File: config.mk
export PLATFORM = sky130hd
export DESIGN_NAME = swap_sched
export DESIGN_NICKNAME = d
export VERILOG_FILES = /design/src/rtl/swap_sched.sv
export SDC_FILE = /design/constraint.sdc
export NUM_CORES = 1
export LEC_CHECK = 0
export BUFFER_PORTS_ARGS = -buffer_cell sky130_fd_sc_hd__buf_2
export CORE_MARGIN = 8
export CORE_UTILIZATION = 40
export CTS_BUF_LIST = sky130_fd_sc_hd__clkbuf_2 sky130_fd_sc_hd__clkbuf_4 sky130_fd_sc_hd__clkbuf_8
export CTS_CLUSTER_SIZE = 12
export DETAILED_ROUTE_END_ITERATION = 16
export PLACE_DENSITY = 0.81
export SYNTH_ARGS = -nofsm -noshare
export SYNTH_HDL_FRONTEND = slang
export SYNTH_SLANG_ARGS = --single-unit
export TNS_END_PERCENT = 50
File: constraint.sdc
create_clock -name clk -period 2.8 [get_ports clk]
set_clock_uncertainty 0.15 [all_clocks]
set_input_delay 0.14 -clock clk [delete_from_list [all_inputs] [get_ports clk]]
set_output_delay 0.14 -clock clk [all_outputs]
set_load 0.02 [all_outputs]
File: src/rtl/swap_sched.sv
// swap_sched: round-robin front end for the two-port byte swap engine.
// Accepts one request per idle cycle, paces engine commands to its 3-cycle operation.
module swap_sched #(
    parameter int AW        = 32,
    parameter bit SKIP_SAME = 1'b1,
    parameter int CNT_W     = 16
) (
    input  logic             clk,
    input  logic             rst,
    input  logic             req0_valid,
    output logic             req0_ready,
    input  logic [AW-1:0]    req0_addra,
    input  logic [AW-1:0]    req0_addrb,
    input  logic             req1_valid,
    output logic             req1_ready,
    input  logic [AW-1:0]    req1_addra,
    input  logic [AW-1:0]    req1_addrb,
    output logic             sw_start,
    output logic [AW-1:0]    sw_addra,
    output logic [AW-1:0]    sw_addrb,
    output logic             done_valid,
    output logic             done_id,
    output logic             busy,
    output logic [CNT_W-1:0] swap_cnt
);

    typedef enum logic [1:0] {
        S_IDLE  = 2'd0,
        S_ISSUE = 2'd1,
        S_RD    = 2'd2,
        S_WR    = 2'd3
    } state_t;

    state_t          state;
    state_t          state_nxt;
    logic            rr_ptr;
    logic            cur_id;
    logic            grant_any;
    logic            grant_id;
    logic [AW-1:0]   sel_a;
    logic [AW-1:0]   sel_b;
    logic            skip;

    // Grant only while idle; a contested cycle goes to the side rr_ptr points at.
    always_comb begin
        grant_any = 1'b0;
        grant_id  = 1'b0;
        if (state == S_IDLE) begin
            if (req0_valid && req1_valid) begin
                grant_any = 1'b1;
                grant_id  = rr_ptr;
            end else if (req0_valid) begin
                grant_any = 1'b1;
                grant_id  = 1'b0;
            end else if (req1_valid) begin
                grant_any = 1'b1;
                grant_id  = 1'b1;
            end
        end
    end

    assign req0_ready = grant_any && !grant_id;
    assign req1_ready = grant_any && grant_id;
    assign sel_a      = grant_id ? req1_addra : req0_addra;
    assign sel_b      = grant_id ? req1_addrb : req0_addrb;
    assign skip       = SKIP_SAME && (sel_a == sel_b);
    assign busy       = (state != S_IDLE);

    always_comb begin
        state_nxt = state;
        case (state)
            S_IDLE:  if (grant_any && !skip) state_nxt = S_ISSUE;
            S_ISSUE: state_nxt = S_RD;
            S_RD:    state_nxt = S_WR;
            S_WR:    state_nxt = S_IDLE;
            default: state_nxt = S_IDLE;
        endcase
    end

    always_ff @(posedge clk or negedge rst) begin
        if (!rst) state <= S_IDLE;
        else      state <= state_nxt;
    end

    // Operands are latched on every accept, skipped ones included, and held until the next one.
    always_ff @(posedge clk or negedge rst) begin
        if (!rst) begin
            sw_start   <= 1'b0;
            sw_addra   <= '0;
            sw_addrb   <= '0;
            done_valid <= 1'b0;
            done_id    <= 1'b0;
            cur_id     <= 1'b0;
            rr_ptr     <= 1'b0;
            swap_cnt   <= '0;
        end else begin
            sw_start   <= (state_nxt == S_ISSUE);
            done_valid <= 1'b0;
            if (grant_any) begin
                sw_addra <= sel_a;
                sw_addrb <= sel_b;
                cur_id   <= grant_id;
                rr_ptr   <= ~grant_id;
            end
            if (grant_any && skip) begin
                done_valid <= 1'b1;
                done_id    <= grant_id;
                swap_cnt   <= swap_cnt + CNT_W'(1);
            end else if (state == S_WR) begin
                done_valid <= 1'b1;
                done_id    <= cur_id;
                swap_cnt   <= swap_cnt + CNT_W'(1);
            end
        end
    end

    a_one_ready: assert property (@(posedge clk) disable iff (!rst)
        !(req0_ready && req1_ready));

    // The engine reuses the operands as write addresses, so they must not move mid-swap.
    a_addr_stable: assert property (@(posedge clk) disable iff (!rst)
        (state != S_IDLE) |=> ($stable(sw_addra) && $stable(sw_addrb)));

endmodule

==> results of run 1 <==
==> logic make-up (layout without fill, tap and decap cells) <==
| family | Yosys count | in the layout | share of synthesized area (%) |
|---|---|---|---|
| AO/OA/AOI/OAI | 94 | 95 | 13.6 |
| XOR/XNOR | 56 | 56 | 10.4 |
| adder cells (fa/ha/maj) | 4 | 4 | 1.06 |
| buffers and inverters | 60 | 399 | 5.01 |
| flip-flops | 87 | 87 | 46.1 |
| multiplexers | 2 | 2 | 0.477 |
| other | 0 | 1 | 0 |
| AND/OR/NAND/NOR | 263 | 263 | 23.4 |
==> per-stage QoR <==
step	setup slack (ns)	cell area, sq um	hold WS (ns)	power [uW]	util (%)
2_1_floorplan	0.371	4720	-0.306	4070	-
3_3_place_gp	0.159	5960	0.127	5140	51.9
3_5_place_dp	0.0906	5960	0.130	5220	51.9
4_1_cts	0.0686	7420	0.0418	6980	64.7
5_1_grt	0.0194	7460	0.110	7580	65.1
6_report	0.0811	7460	0.0763	7150	65.1
==> synth_stat cells (2+ instances only) <==
library cell	instances	share of area, %
xor2_1	37	6.9
clkbuf_1	23	1.8
nor2_1	77	6.1
a222oi_1	3	0.64
o2bb2ai_1	3	0.56
ha_1	4	1.1
nand4_1	6	0.79
nor3_1	4	0.42
nand2b_1	3	0.40
a21oi_4	2	0.69
o21ai_0	2	0.21
nand3_1	10	1.1
dfrtp_1	87	46
a21oi_1	3	0.32
o22ai_1	8	1.1
inv_1	28	2.2
buf_1	6	0.48
xnor2_1	19	3.5
nand2_1	141	11
nor2b_1	5	0.66
and3_1	4	0.53
nor4_1	7	0.93
mux2_2	2	0.48
a31oi_1	65	8.6
==> routing by layer <==
metal / share of wire (%) / up-vias
li1: - / 2576
met1: 38 / 2689
met2: 48 / 324
met3: 8.9 / 68
met4: 5.4 / 0
met5: 0 / -
==> power groups by stage <==
stage	Sequential (uW)	Combinational [uW]	Clock, uW
3_5_place_dp	2130	3090	0
4_1_cts	2120	4020	842
5_1_grt	2200	4490	894
2_1_floorplan	2760	1310	0
6_report	2140	4180	828
3_3_place_gp	2120	3020	0
==> layout make-up <==
type / instances / share of cell area [%]
Timing Repair Buffer: 356 / 33.3
Multi-Input combinational cell: 420 / 31.3
Sequential cell: 87 / 29.2
Tap cell: 143 / 2.40
Clock buffer: 13 / 2.23
Inverter: 29 / 1.46
Clock inverter: 1 / 0.0671
Antenna cell: 1 / 0.0335
==> critical path, stage by stage (launching register included) <==
cell and delay [ns]:
dfrtp_1 0.36, inv_1 0.07, ha_1 0.22, nand2_1 0.10
a21o_4 0.16, nand3_1 0.09, or4_4 0.54, a21oi_4 0.29
nand3_1 0.12, a221o_1 0.36, nor2b_1 0.14
==> worst max path at each step <==
| stage | cells after the start | slack (ns) | from | endpoint |
|---|---|---|---|---|
| after floorplan | 11 | 0.37 | state[0]$_DFF_PN0_ | sw_start$_DFF_PN0_ |
| after global placement | 10 | 0.16 | state[0]$_DFF_PN0_ | swap_cnt[1]$_DFFE_PN0P_ |
| after detailed placement | 10 | 0.09 | state[0]$_DFF_PN0_ | swap_cnt[1]$_DFFE_PN0P_ |
| after CTS | 10 | 0.07 | state[0]$_DFF_PN0_ | swap_cnt[1]$_DFFE_PN0P_ |
| after global routing | 10 | 0.02 | state[0]$_DFF_PN0_ | sw_start$_DFF_PN0_ |
| final | 10 | 0.08 | state[0]$_DFF_PN0_ | sw_start$_DFF_PN0_ |
==> sequential cells by signal, indices dropped and copies added, names as in the netlist <==
name and flops:
state 2, cur_id 1, sw_addrb 32, swap_cnt 16
rr_ptr 1, done_valid 1, sw_addra 32, sw_start 1
done_id 1
==> what timing repair did <==
item	4_1_cts	5_1_grt
endpoints found under the hold margin	121	0
gates resized for setup	0	3
hold buffers	129	0
setup buffers	0	2
endpoints found under the setup margin	0	50
==> reports/metrics.csv, run 1 <==
stage;metric;value;unit
cells_and_area;drive_gt1_share;27.9;%
route;drt_iter0_drc;332;
clocking;cts-root-buf;clkbuf_8;
route;via_per_inst;5.39;
placement;io_buffers;217;
power;p_seq_share;29.9;%
setup_path;r2r-start;state[0]$_DFF_PN0_;
timing;slew_headroom;46.4;%
setup_path;reg2reg_to;sw_start$_DFF_PN0_;
global_route;grtUsageMet3;7.45;%
floorplanning;dieHeight;125;microns
power;powerDensity;958;nW/um^2
setup_path;cp_data_arrival_time;2.82;ns
floorplanning;die_w;125;microns
synthesis;yosysWarnings;0;
global_route;track_usage;25.9;%
synthesis;syn_area_per_cell;8.34;sq um
clocking;insertion_delay;0.36;ns
power;p_clk_share;11.6;%
global_route;grt_max_degree;130;
timing;worst_slew_pin_slew;0.804;ns
cells_and_area;areaGrowthSynthToFinish;58.0;%
synthesis;synthCells;566;
global_route;grt_pass1_wl;32.0;mm
timing;rsz0062_at_grt;false;
route;vias;5657;
timing;timing.final.crit_share;97.1;%
floorplanning;rows;39;
timing;setup_viol;0;
cells_and_area;nFillCells;892;
synthesis;async_flop_share;100;%
global_route;grt_pass1_vias;6018;
power;intPower;4080;uW
hold_path;hold_path.class;in -> reg;
clocking;cts_max_path_buffers;2;
floorplanning;dieArea;15500;sq um
placement;place_inst;903;
setup_path;worstRegToRegCells;10;
clocking;cts_tree;built;
global_route;grt_use_met2;42.6;%
synthesis;syn_nets;702;
cells_and_area;design.final.nets;1039;
timing;fmax;368;MHz
power;power.leakage;0.00360;uW
setup_path;rrSetupSlack;0.08;ns
floorplanning;start_util;41.2;%
placement;dp_hpwl;14.1;mm
setup_path;crit_path_end_kind;flip-flop;
cells_and_area;final_common_cell;buf_2;
global_route;use_met1;28.4;%
global_route;overflow;0;
synthesis;syn-cell-area;4720;sq um
outcome;status;completed;
clocking;h-tree-depth;3;
hold_path;hold_path_depth;4;
route;first_pass_iters;5;
synthesis;yosysUniqueCellTypes;41;
route;drt-wirelength-per-cell;19.7;microns
synthesis;synth_ff_type;dfrtp_1;
cells_and_area;multi_input_area;2340;sq um
setup_path;crit_fanout;9;
placement;place.gp.congestion;0.926;
route;drt_wl_total;20.7;mm
timing;min_period;2.72;ns
cells_and_area;fin_cells;1050;
power;p_switching;3070;uW
clocking;clock_sinks;87;
timing;finalMaxSlewViolations;0;
power;irDropWorstVdd;0.000581;V
synthesis;synth-edff-count;0;
setup_path;critPathKind;reg -> reg;
setup_path;start_kind;flip-flop;
synthesis;ys_seq_area_share;46.1;%
route;antenna_left;0;
global_route;gr-max-usage-layer;met2;
cells_and_area;ff_latch_area;2180;sq um
synthesis;synth-seq-cells;87;
timing;hold_violations;0;
floorplanning;fp.coreArea;11500;sq um
global_route;antenna_found_initial;1;
setup_path;required;2.90;ns
clocking;numCtsBuffers;9;
timing;setup_tns;0;ns
hold_path;min_from;req1_valid;
clocking;path_clk_slew;0.08;ns
power;switching_share;43.0;%
hold_path;hold_path_end;cur_id$_DFFE_PN0P_;
cells_and_area;final_cell_mix;216 x buf_2, 141 x nand2_1, 129 x dlygate4sd3_1;
route;drc;0;
power;p_comb_share;58.5;%
floorplanning;io_pins;218;
job;maxCapViolCount;0;
(Power assumes the default switching activity.)
==> inputs of run 2 (changes only) <==
--- a/config.mk
+++ b/config.mk
@@ -5,13 +5,15 @@
 export SDC_FILE = /design/constraint.sdc
 export NUM_CORES = 1
 export LEC_CHECK = 0
+export ABC_AREA = 1
 export BUFFER_PORTS_ARGS = -buffer_cell sky130_fd_sc_hd__buf_2
 export CORE_MARGIN = 8
 export CORE_UTILIZATION = 40
 export CTS_BUF_LIST = sky130_fd_sc_hd__clkbuf_2 sky130_fd_sc_hd__clkbuf_4 sky130_fd_sc_hd__clkbuf_8
 export CTS_CLUSTER_SIZE = 12
 export DETAILED_ROUTE_END_ITERATION = 16
-export PLACE_DENSITY = 0.81
+export PLACE_DENSITY = 0.78
+export SLEW_MARGIN = 20
 export SYNTH_ARGS = -nofsm -noshare
 export SYNTH_HDL_FRONTEND = slang
 export SYNTH_SLANG_ARGS = --single-unit
==> reports/metrics.csv, run 2 <==
stage;metric;value;unit
outcome;status;finished with violations;
outcome;violations;hold timing;
synthesis;syn-cell-area;5890;sq um
route;drt-wirelength-per-cell;14.9;microns
floorplanning;dieArea;18900;sq um
synthesis;synth-edff-count;0;
cells_and_area;final_common_cell;nand2_1;
timing;setup_viol;0;
synthesis;synth_top_cell_area_share;36.9;%
synthesis;synthCells;935;
setup_path;critical-path-slowest-cell;dfrtp_1;
placement;dpl_worst_slack;0.0540;ns
timing;fin_ws;0.127;ns
floorplanning;fp.coreArea;14500;sq um
cells_and_area;design.final.nets;1367;
placement;dp_hpwl;14.7;mm
route;first_pass_iters;5;
placement;io_buffers;217;
floorplanning;rows;44;
power;power.total;7640;uW
timing;setup_tns;0;ns
synthesis;yosys-top-cells-count;476 x nand2_1, 95 x inv_1, 87 x dfrtp_1;
setup_path;crit_buf_inv;5;
global_route;track_usage;20.9;%
setup_path;max_stage_delay;0.40;ns
floorplanning;start_util;40.7;%
timing;fmax;374;MHz
clocking;h-tree-depth;3;
synthesis;synth_area_leaders;dfrtp_1 37%, nand2_1 30%, o21ai_0 6.4%;
clocking;cts_tree;built;
route;via_per_inst;4.89;
clocking;insertion_delay;0.37;ns
cells_and_area;reg.largest.list;sw_addra: 32 flops, sw_addrb: 32 flops, swap_cnt: 16 flops;
synthesis;yosysUniqueCellTypes;28;
cells_and_area;multi_input_area;3200;sq um
setup_path;critPathKind;reg -> reg;
route;vias;6949;
timing;slew_headroom;59.1;%
cells_and_area;final_cell_mix;471 x nand2_1, 216 x buf_2, 92 x inv_1;
synthesis;synth-seq-cells;87;
route;antenna_left;0;
setup_path;start_kind;flip-flop;
timing;hold_violations;3;
setup_path;cp_top_family;simple AND/OR/NAND/NOR gates;
placement;place.gp.congestion;0.882;
synthesis;synth_ff_type;dfrtp_1;
global_route;antenna_found_initial;5;
clocking;cts-root-buf;clkbuf_8;
setup_path;crit_path_end_kind;flip-flop;
cells_and_area;ff_latch_area;2180;sq um
global_route;overflow;0;
clocking;cts_max_path_buffers;2;
route;drt_iter0_drc;485;
global_route;grt_max_degree;53;
power;irDropWorstVdd;0.000502;V
synthesis;ys_seq_area_share;36.9;%
power;power.leakage;0.00506;uW
clocking;path_clk_slew;0.09;ns
setup_path;cp_data_arrival_time;2.78;ns
global_route;grt_pass1_wl;31.5;mm
timing;timing.final.crit_share;95.4;%
synthesis;yosysWarnings;0;
route;drt_wl_total;21.2;mm
hold_path;hold_path.class;in -> reg;
cells_and_area;drive_gt1_share;26.2;%
synthesis;synth_top_cell_by_area;dfrtp_1;
cells_and_area;nFillCells;1292;
clocking;numCtsBuffers;9;
job;maxCapViolCount;0;
clocking;clock_sinks;87;
synthesis;syn_area_per_cell;6.30;sq um
setup_path;required;2.91;ns
global_route;grt_pass1_vias;6388;
power;powerDensity;884;nW/um^2
floorplanning;die_w;137;microns
synthesis;async_flop_share;100;%
route;drc;0;
timing;whs;-0.0104;ns
floorplanning;io_pins;218;
setup_path;crit_fanout;10;
setup_path;cp_common_cell;nand2_1;
synthesis;syn_nets;1071;
floorplanning;dieHeight;137;microns
timing;min_period;2.67;ns
synthesis;yosys.cell_count.top_type;nand2_1;
cells_and_area;areaGrowthSynthToFinish;46.7;%
timing;worst_slew_pin_slew;0.614;ns
timing;finalMaxSlewViolations;0;
setup_path;worstPathCellList;inv_2, ha_4, nand2_4, inv_8, nand2_8, buf_12, clkbuf_16, o21ai_1, nand2_1, nand2_1, nand2_1, nor2_2, nand2_2, nor2_4, nand3_4, buf_4, nand3_1, nand2_1;
==> run 2: area by class of cell <==
type / instances / area share (%)
Multi-Input combinational cell: 704 / 37.0
Timing Repair Buffer: 331 / 27.8
Sequential cell: 87 / 25.2
Inverter: 98 / 4.44
Tap cell: 184 / 2.66
Clock buffer: 12 / 1.84
Clock inverter: 3 / 1.04
Antenna cell: 3 / 0.0868
==> run 2: through the flow <==
| step | instance area, sq um | std cells | utilization, % |
|---|---|---|---|
| finish | 8650 | 1422 | 59.7 |
| CTS | 8150 | 1397 | 56.3 |
| global placement | 7310 | 1323 | 50.5 |
| global route | 8650 | 1422 | 59.7 |
| detailed placement | 7310 | 1323 | 50.5 |
| floorplan | 5890 | 935 | - |
==> run 2: cell families (layout without fill, tap and decap cells) <==
| family | Yosys count | count (layout) | synth area share [%] |
|---|---|---|---|
| other | 0 | 3 | 0 |
| DFF | 87 | 87 | 36.9 |
| buffers and inverters | 145 | 444 | 10.9 |
| and+or+nand+nor | 583 | 584 | 40.4 |
| xor gates and xnor gates | 14 | 14 | 2.08 |
| adders and majority gates | 4 | 4 | 0.849 |
| AOI/OAI and AO/OA | 102 | 102 | 8.79 |
==> run 2: worst paths after layout <==
check | start | end | slack (ns) | depth (start not counted)
worst max-delay path | state[1]$_DFF_PN0_ | swap_cnt[0]$_DFFE_PN0P_ | 0.13 | 18
worst min-delay path | req0_addrb[10] | sw_addrb[10]$_DFFE_PN0P_ | -0.01 | 5
worst max register to register | state[1]$_DFF_PN0_ | swap_cnt[0]$_DFFE_PN0P_ | 0.13 | 18
worst min register to register | sw_addrb[19]$_DFFE_PN0P_ | sw_addrb[19]$_DFFE_PN0P_ | 0.33 | 2
max in group asynchronous | rst | sw_addrb[30]$_DFFE_PN0P_ | 1.66 | 3
min in group asynchronous | rst | sw_addra[10]$_DFFE_PN0P_ | 0.18 | 2
==> run 2: per-layer routing <==
metal / GRT usage [%] / wire, microns / vias to the layer above / share of wire, %
met3: 5.76 / 1710 / 49 / 8.1
li1: - / - / 3479 / -
met5: 0 / 23 / - / 0.11
met4: 8.93 / 579 / 4 / 2.7
met2: 33.6 / 10100 / 294 / 48
met1: 25.7 / 8740 / 3123 / 41
==> run 2: repair_timing <==
item	4_1_cts	5_1_grt
setup endpoints to repair	0	20
resized for setup	0	62
hold buffers	59	2
endpoints found under the hold margin	92	2
buffers inserted	0	12
==> run 2: worst register-to-register path, cell delays in order, from the launching register on <==
cell	delay, ns
dfrtp_1	0.40
inv_2	0.08
ha_4	0.15
nand2_4	0.07
inv_8	0.10
nand2_8	0.08
buf_12	0.17
clkbuf_16	0.16
o21ai_1	0.15
nand2_1	0.07
nand2_1	0.06
nand2_1	0.09
nor2_2	0.11
nand2_2	0.10
nor2_4	0.16
nand3_4	0.14
buf_4	0.19
nand3_1	0.06
nand2_1	0.07
==> run 2: power by group <==
part           switching, uW  internal [uW]
Clock                    470            648
Combinational           2720           1650
Sequential               349           1810
Total                   3540           4110
